[src/rtl/rxuart_fifo.sv]
// UART receiver with configurable frame format, show-ahead FIFO and
// sticky error flags.
module rxuart_fifo #(
  parameter int CLK_FREQ   = 12_000_000,
  parameter int BAUDRATE   = 921_600,
  parameter int DATA_BITS  = 8,
  parameter int PARITY     = 0,
  parameter int STOP_BITS  = 1,
  parameter int FIFO_DEPTH = 16
) (
  input  logic                          clk,
  input  logic                          resetn,
  input  logic                          rx,
  output logic [DATA_BITS-1:0]          rx_data,
  output logic                          rx_valid,
  input  logic                          rx_ready,
  output logic [$clog2(FIFO_DEPTH):0]   rx_count,
  output logic                          frame_err,
  output logic                          parity_err,
  output logic                          overrun,
  input  logic                          err_clr
);

  localparam int DIV = (CLK_FREQ + BAUDRATE / 2) / BAUDRATE;
  localparam int TW  = $clog2(DIV);
  localparam int BW  = $clog2(DATA_BITS);
  localparam int PW  = $clog2(FIFO_DEPTH);
  localparam int CW  = PW + 1;

  localparam logic [TW-1:0] T_HALF = TW'(DIV / 2 - 1);
  localparam logic [TW-1:0] T_FULL = TW'(DIV - 1);
  localparam logic [BW-1:0] B_LAST = BW'(DATA_BITS - 1);
  localparam logic [CW-1:0] C_FULL = CW'(FIFO_DEPTH);

  typedef enum logic [2:0] {
    IDLE, START, DATA, PAR, STOP, BRK
  } state_t;

  state_t               state, state_d;
  logic                 rx_meta, rxs;
  logic [TW-1:0]        timer;
  logic [BW-1:0]        bit_idx;
  logic                 stop_idx;
  logic [DATA_BITS-1:0] shreg;
  logic                 par_bit;
  logic                 done;
  logic                 fire, last_stop;
  logic                 fe_set, frame_end;

  logic [DATA_BITS-1:0] mem [FIFO_DEPTH];
  logic [PW-1:0]        wr_ptr, rd_ptr, rd_next;
  logic [CW-1:0]        count;
  logic                 par_ok, good, pe_set;
  logic                 push, pop, ov_set;

  always_ff @(posedge clk or negedge resetn) begin
    if (!resetn) begin
      rx_meta <= 1'b1;
      rxs     <= 1'b1;
    end else begin
      rx_meta <= rx;
      rxs     <= rx_meta;
    end
  end

  assign fire      = (timer == '0);
  assign last_stop = (STOP_BITS == 1) || stop_idx;

  always_ff @(posedge clk or negedge resetn) begin
    if (!resetn) state <= IDLE;
    else         state <= state_d;
  end

  always_comb begin
    state_d = state;
    unique case (state)
      IDLE:  if (!rxs) state_d = START;
      START: if (fire) state_d = rxs ? IDLE : DATA;
      DATA:
        if (fire && bit_idx == B_LAST)
          state_d = (PARITY != 0) ? PAR : STOP;
      PAR:   if (fire) state_d = STOP;
      STOP:
        if (fire) begin
          if (!rxs)           state_d = BRK;
          else if (last_stop) state_d = IDLE;
        end
      BRK:   if (rxs) state_d = IDLE;
      default: state_d = IDLE;
    endcase
  end

  always_comb begin
    fe_set    = 1'b0;
    frame_end = 1'b0;
    if (state == STOP && fire) begin
      fe_set    = !rxs;
      frame_end = rxs && last_stop;
    end
  end

  always_ff @(posedge clk or negedge resetn) begin
    if (!resetn) begin
      timer    <= '0;
      bit_idx  <= '0;
      stop_idx <= 1'b0;
      shreg    <= '0;
      par_bit  <= 1'b0;
      done     <= 1'b0;
    end else begin
      done <= frame_end;
      if (state == IDLE)     timer <= rxs ? '0 : T_HALF;
      else if (state == BRK) timer <= '0;
      else if (fire)         timer <= T_FULL;
      else                   timer <= timer - 1'b1;
      if (state == START)
        bit_idx <= '0;
      else if (state == DATA && fire)
        bit_idx <= bit_idx + 1'b1;
      if (state == DATA && fire)
        shreg <= {rxs, shreg[DATA_BITS-1:1]};
      if (state == PAR && fire)
        par_bit <= rxs;
      if (state != STOP) stop_idx <= 1'b0;
      else if (fire)     stop_idx <= 1'b1;
    end
  end

  // odd parity expects the inverse of the data XOR
  assign par_ok = (PARITY == 0) ||
                  (par_bit == ((PARITY == 1) ? ~^shreg : ^shreg));
  assign good   = done && par_ok;
  assign pe_set = done && !par_ok;

  assign rx_valid = (count != '0);
  assign rx_count = count;
  assign pop      = rx_valid && rx_ready;
  assign push     = good && (count != C_FULL || pop);
  assign ov_set   = good && !push;
  assign rd_next  = pop ? rd_ptr + 1'b1 : rd_ptr;

  always_ff @(posedge clk) begin
    if (push) mem[wr_ptr] <= shreg;
  end

  always_ff @(posedge clk or negedge resetn) begin
    if (!resetn) begin
      wr_ptr  <= '0;
      rd_ptr  <= '0;
      count   <= '0;
      rx_data <= '0;
    end else begin
      rd_ptr <= rd_next;
      if (push) wr_ptr <= wr_ptr + 1'b1;
      if (push && !pop)      count <= count + 1'b1;
      else if (!push && pop) count <= count - 1'b1;
      // head bypass covers a push into an empty (or emptying) queue
      if (push || pop)
        rx_data <= (push && wr_ptr == rd_next) ? shreg : mem[rd_next];
    end
  end

  always_ff @(posedge clk or negedge resetn) begin
    if (!resetn) begin
      frame_err  <= 1'b0;
      parity_err <= 1'b0;
      overrun    <= 1'b0;
    end else begin
      if (fe_set)       frame_err <= 1'b1;
      else if (err_clr) frame_err <= 1'b0;
      if (pe_set)       parity_err <= 1'b1;
      else if (err_clr) parity_err <= 1'b0;
      if (ov_set)       overrun <= 1'b1;
      else if (err_clr) overrun <= 1'b0;
    end
  end

endmodule

[config.mk]
export PLATFORM = sky130hd
export DESIGN_NAME = rxuart_fifo
export DESIGN_NICKNAME = d
export VERILOG_FILES = /design/src/rtl/rxuart_fifo.sv
export SDC_FILE = /design/constraint.sdc
export NUM_CORES = 1
export LEC_CHECK = 0
export CORE_UTILIZATION = 55
export CTS_CLUSTER_SIZE = 24
export DETAILED_ROUTE_END_ITERATION = 6
export PLACE_DENSITY = 0.72
export SETUP_SLACK_MARGIN = 0.4
export SLEW_MARGIN = 40
export SYNTH_ARGS = -nofsm -noshare
export SYNTH_HDL_FRONTEND = slang
export SYNTH_SLANG_ARGS = --single-unit
[constraint.sdc]
create_clock -name clk -period 4.6 [get_ports clk]
set_clock_uncertainty 0.05 [all_clocks]
set_input_delay 0.46 -clock clk [delete_from_list [all_inputs] [get_ports clk]]
set_output_delay 0.46 -clock clk [all_outputs]
set_load 0.02 [all_outputs]
Word level (Yosys, flattened, before mapping). Memories as Yosys holds them, arrays and structs flattened. A register that Yosys moved wholly into a read port is not among the register bits. Index checks and enable logic that the tools add are counted.

Eq/ne operators: 13. Reduce and logical (&&, ||, !) cells: 22. Multiplexer cells: 25. $add $sub $neg: 6.

Operators by type and width (count): 3-bit 2-to-1 mux (10); 3-bit one-hot mux with 6 select lines (1); 4-bit 2-to-1 mux (4); 2-bit inequality test (second input constant) (6); 5-bit 2-to-1 mux (2); 3-bit equality test (second input constant) (3); 4-bit by 1-bit adder with 4-bit output (second input constant) (2); 1-bit logical AND (8); 2-bit nonzero test (4); 1-bit 2-to-1 mux (7); 3-bit by 2-bit equality test with 1-bit output (second input constant) (2); 6-bit AND reduction (1); 5-bit by 1-bit adder with 5-bit output (second input constant) (1); 5-bit inequality test (second input constant) (1); 5-bit nonzero test (1); 5-bit by 1-bit subtractor with 5-bit output (second input constant) (1); 1-bit zero test (4); 4-bit zero test (1); 4-bit by 1-bit subtractor with 4-bit output (second input constant) (1); 3-bit by 1-bit adder with 3-bit output (second input constant) (1); 3-bit by 1-bit equality test with 1-bit output (second input constant) (1); 3-bit zero test (1); 1-bit logical OR (2); 2-bit 2-to-1 mux (1).

Register bits after elaboration: 36. Bits in writable memories: 128. Input bits: 5. Logic and storage cells: 79. Memories: 1. Output and inout port bits: 17.

Memory list: mem (depth 16, bits a word 8, read ports 1, clocked after Yosys merged registers in 1, wr ports 1, line 50) `logic [DATA_BITS-1:0] mem [FIFO_DEPTH];`.

Logic depth before layout (Yosys ltp).
Depth after elaboration: 8. Mapped depth: 13. Mapped depth without buffers: 12.

Worst setup path after synthesis. Ideal clock, no wire load.

Path kind: register to register. Start: register count[0], in the netlist rx_count[0]. End: register count[4], in the netlist rx_count[4]. Clock period less this slack: 3300 ps. Setup time: 124 ps. Cell stages (with the launch flop): 14. Arrival: 3126 ps. Slack: 1300 ps. Cell sequence: dfrtp_1 -> or4_1 -> buf_6 -> or3_1 -> nand2_1 -> clkinv_1 -> ha_1 -> inv_1 -> ha_1 -> a21o_1 -> a21oi_1 -> xnor2_1 -> nand2_1 -> xnor2_1.

Word-level cells in the longest chain between the ends: 7. Elaborated cells on any way between the ends: 14. Those cells by class: add/sub (2); eq/ne (1); mux (2); reduce/logical (9).

Ends and longest elaborated chain: from (decl) (line 52) `logic [CW-1:0] count;`; from (signal assigned) (line 155) `if (push && !pop) count <= count + 1'b1;`; from (signal assigned) (line 156) `else if (!push && pop) count <= count - 1'b1;`; 5-bit nonzero test (line 135) `assign rx_valid = (count != '0);`; 1-bit logical AND (line 137) `assign pop = rx_valid && rx_ready;`; 1-bit logical OR * (line 138) `assign push = good && (count != C_FULL || pop);`; 1-bit logical AND * (line 138); net push (line 54) `logic push, pop, ov_set;`; 1-bit zero test (line 156); 1-bit logical AND (line 156); 2-bit nonzero test (no line).

The timed path passes the listed nets; every way through them passes the cells marked *. The select of a mux whose other input is x is not followed. A chain may end at the register's enable or synchronous reset.

Final worst setup path. Same ends and word-level chain as after synthesis.

==> impl_metrics.ini <==
[synth]
synth_area_sq_um = 7690
ys_types = 61
synth_seq_cells = 172
ys_seq_area_share_pct = 64.3
synthArstFlopShare_pct = 25.6
synth_flop_cell = edfxtp_1
yosysWarnings = 0
synth_edf_count = 128
syn-instance-count = 532
avgSynthCellArea_sq_um = 14.5
synth_fp_nets = 551

[timing]
timing.fmax_mhz = 278
worst_pin_slew_ns = 0.887
min_period_ns = 3.60
timing.slew.headroom_pct = 40.6
finalHoldViolCount = 0
setup_viol = 0
tns_ns = 0
finalCritPeriodShare_pct = 78.3
final-max-slew-violation-count = 0
rsz0062_at_grt = false

[worst_setup_path]
critPathMaxFanout = 9
r2r_slack_ns = 1.0
cp.required_ns = 4.85
end_kind = flop
timing.rr.start = rx_count[0]$_DFFE_PN0P_
path_class = reg2reg
arrival_ns = 3.85
worst_setup_path_start_kind = flop
reg2reg_to = rx_count[4]$_DFFE_PN0P_
worst-r2r-cell-count = 12

[cts]
path_clk_slew_ns = 0.06
cts_buffers = 17
cts.sinks = 172
clockBufferDepth = 2
cts_tree = built
root_buffer = clkbuf_16
clk_latency_ns = 0.43
cts_resized = 0
htreeDepth = 4
cts_setup_buffers = 0

[route]
drc = 0
first_pass_iters = 6
wl_per_cell_um = 22.9
drtIter0Drc = 608
wl_um = 17000
ant_nets = 0
vias = 4820
via_per_inst = 6.49

[hold_path]
holdPathStages = 0
worst_hold_path.endpoint = rxs$_DFF_PN1_
hp-class = reg2reg
hold_start = rx_meta$_DFF_PN1_

[power_and_ir_drop]
peakVddDrop_uv = 410
combPwrFrac_pct = 38.3
power.share.sequential_pct = 38.3
power_leakage_nw = 3.04
intPower_w = 0.00336
p_per_area_nw_per_um2 = 614
clockPowerShare_pct = 23.4
swShare_pct = 36.5
p_switching_w = 0.00193

[die]
ios = 22
die_area_sq_um = 14500
start_util_pct = 57.2
rows = 42
die_w_um = 120
die_h_um = 120
coreArea_sq_um = 13500

[status]
outcome = finished clean

[cells_and_area]
n_fill_cell = 992
final_area_sq_um = 8620
multi_input_area_sq_um = 2560
n_antenna_cell = 0
utilization_pct = 64.0
nNetsFinal = 573
area_delta_synth_final_pct = 12.0
drive_gt1_share_pct = 18.2
regArea_sq_um = 4950

[global_routing]
track_usage_pct = 25.5
grt_max_degree = 55
grt_pass1_vias = 4882
overflow = 0
grt_pass1_wl_um = 27200
antenna_found_initial = 0

[place]
dp_hpwl_um = 10800
io_buffers = 20
dpl-instance-area_sq_um = 8080
place_congestion = 0.774

[flow_run]
max-cap-violations = 0
[synth_stat cells (all sizes together), types with 3 or more instances]
cell	instances	area share [%]
xor2	5	0.67
nor2b	3	0.24
o311ai	8	0.91
o22ai	14	1.1
nor3	9	0.59
a22oi	16	1.6
mux2i	9	1.2
o211ai	3	0.54
a21oi	25	1.7
nand3	9	0.59
o2111ai	3	0.34
a21o	3	0.29
ha	13	2.1
or3	5	0.41
buf	10	0.91
edfxtp	128	50
inv	19	0.93
clkinv	3	0.15
clkbuf	19	0.98
mux2	21	3.1
mux4	16	4.7
o21ai	9	0.68
xnor2	11	1.3
a211oi	9	0.88
nand2	36	1.8
a222oi	24	3.1
nand2b	5	0.41
dfrtp	42	14
a22o	8	0.91
nor2	22	1.1
[worst max path at each step]
| stage | from | endpoint | slack (ns) | cells after the start |
|---|---|---|---|---|
| floorplan | rx_count[0]$_DFFE_PN0P_ | rx_count[4]$_DFFE_PN0P_ | 1.30 | 13 |
| CTS | rx_count[0]$_DFFE_PN0P_ | rx_count[4]$_DFFE_PN0P_ | 1.00 | 12 |
| finish | rx_count[0]$_DFFE_PN0P_ | rx_count[4]$_DFFE_PN0P_ | 1.0 | 12 |
| global placement | rx_count[0]$_DFFE_PN0P_ | rx_count[4]$_DFFE_PN0P_ | 1.16 | 12 |
| global route | rx_count[0]$_DFFE_PN0P_ | rx_count[4]$_DFFE_PN0P_ | 0.74 | 12 |
| detailed placement | rx_count[1]$_DFFE_PN0P_ | rx_count[4]$_DFFE_PN0P_ | 1.04 | 12 |
[power by group through the flow]
| stage | Combinational, W | Clock (W) | Sequential, W |
|---|---|---|---|
| 2_1_floorplan | 0.00141 | 0 | 0.00204 |
| 3_3_place_gp | 0.00196 | 0 | 0.00204 |
| 3_5_place_dp | 0.00201 | 0 | 0.00205 |
| 4_1_cts | 0.00202 | 0.00126 | 0.00202 |
| 5_1_grt | 0.00220 | 0.00132 | 0.00205 |
| 6_report | 0.00203 | 0.00124 | 0.00202 |
[state kept, by name, indices dropped and copies added (netlist names), 3 cells and up]
| register | flops |
|---|---|
| wr_ptr | 4 |
| mem | 128 |
| rd_ptr | 4 |
| bit_idx | 3 |
| timer | 4 |
| state | 3 |
| shreg | 8 |
| rx_count | 5 |
| rx_data | 8 |
[what timing repair did]
action                     4_1_cts  5_1_grt
hold buffers                     1        0
hold endpoints to repair         3        0
setup endpoints to repair        0        0
[final cells by class]
type,instances,share of cell area (%)
tap,176,2.56
timing repair buffer,32,3.37
multi-input combinational,309,29.8
inverter,22,0.958
clock inverter,14,0.944
clock buffer,18,4.98
sequential,172,57.4
[routing by layer]
layer	wire [um]	track usage (%)	vias up
met5	0	0	-
met4	325	9.80	0
met3	960	5.00	34
met2	8470	41.7	181
met1	7230	34.0	2449
li1	-	-	2156
[worst max-delay path, stage by stage (launching register included)]
cell and delay [ns]:
dfrtp_1 0.48, or4_1 0.73, or3_1 0.41, nand2_1 0.15
clkinv_1 0.23, ha_1 0.30, inv_1 0.13, ha_1 0.29
a21o_1 0.19, a21oi_1 0.17, xnor2_1 0.14, nand2_1 0.08
xnor2_1 0.13
[through the flow]
step | power, W | hold WS [ns] | std cells | setup slack [ns]
detailed placement | 0.00406 | 0.302 | 710 | 1.04
global placement | 0.00400 | 0.296 | 710 | 1.16
global route | 0.00557 | 0.312 | 743 | 0.738
floorplan | 0.00345 | 0.114 | 532 | 1.30
CTS | 0.00530 | 0.310 | 743 | 1.00
finish | 0.00529 | 0.308 | 743 | 0.997
[logic make-up after synthesis]
family	after synthesis	synth area share (%)
AND/OR/NAND/NOR	100	6.28
buffers and inverters	51	2.96
multiplexers	46	8.93
flip-flops	172	64.3
XOR/XNOR	16	1.92
other	1	0.0488
adder cells (fa/ha/maj)	14	2.38
AO/OA/AOI/OAI	132	13.2
[cell usage in the layout (no fill, tap or decap), drive strengths merged, types with 5 or more instances in the layout]
cell type / synthesis / layout
a211oi: 9 / 9
a21oi: 25 / 25
a222oi: 24 / 24
a22o: 8 / 8
a22oi: 16 / 16
buf: 10 / 12
clkbuf: 19 / 18
clkdlybuf4s50: 0 / 19
clkinv: 3 / 16
dfrtp: 42 / 42
edfxtp: 128 / 128
ha: 13 / 13
inv: 19 / 19
mux2: 21 / 21
mux2i: 9 / 9
mux4: 16 / 16
nand2: 36 / 36
nand2b: 5 / 5
nand3: 9 / 9
nor2: 22 / 22
nor3: 9 / 9
o21ai: 9 / 9
o22ai: 14 / 14
o311ai: 8 / 8
or3: 5 / 5
xnor2: 11 / 11
xor2: 5 / 5
Note: power is estimated with default switching activity, not from simulation.
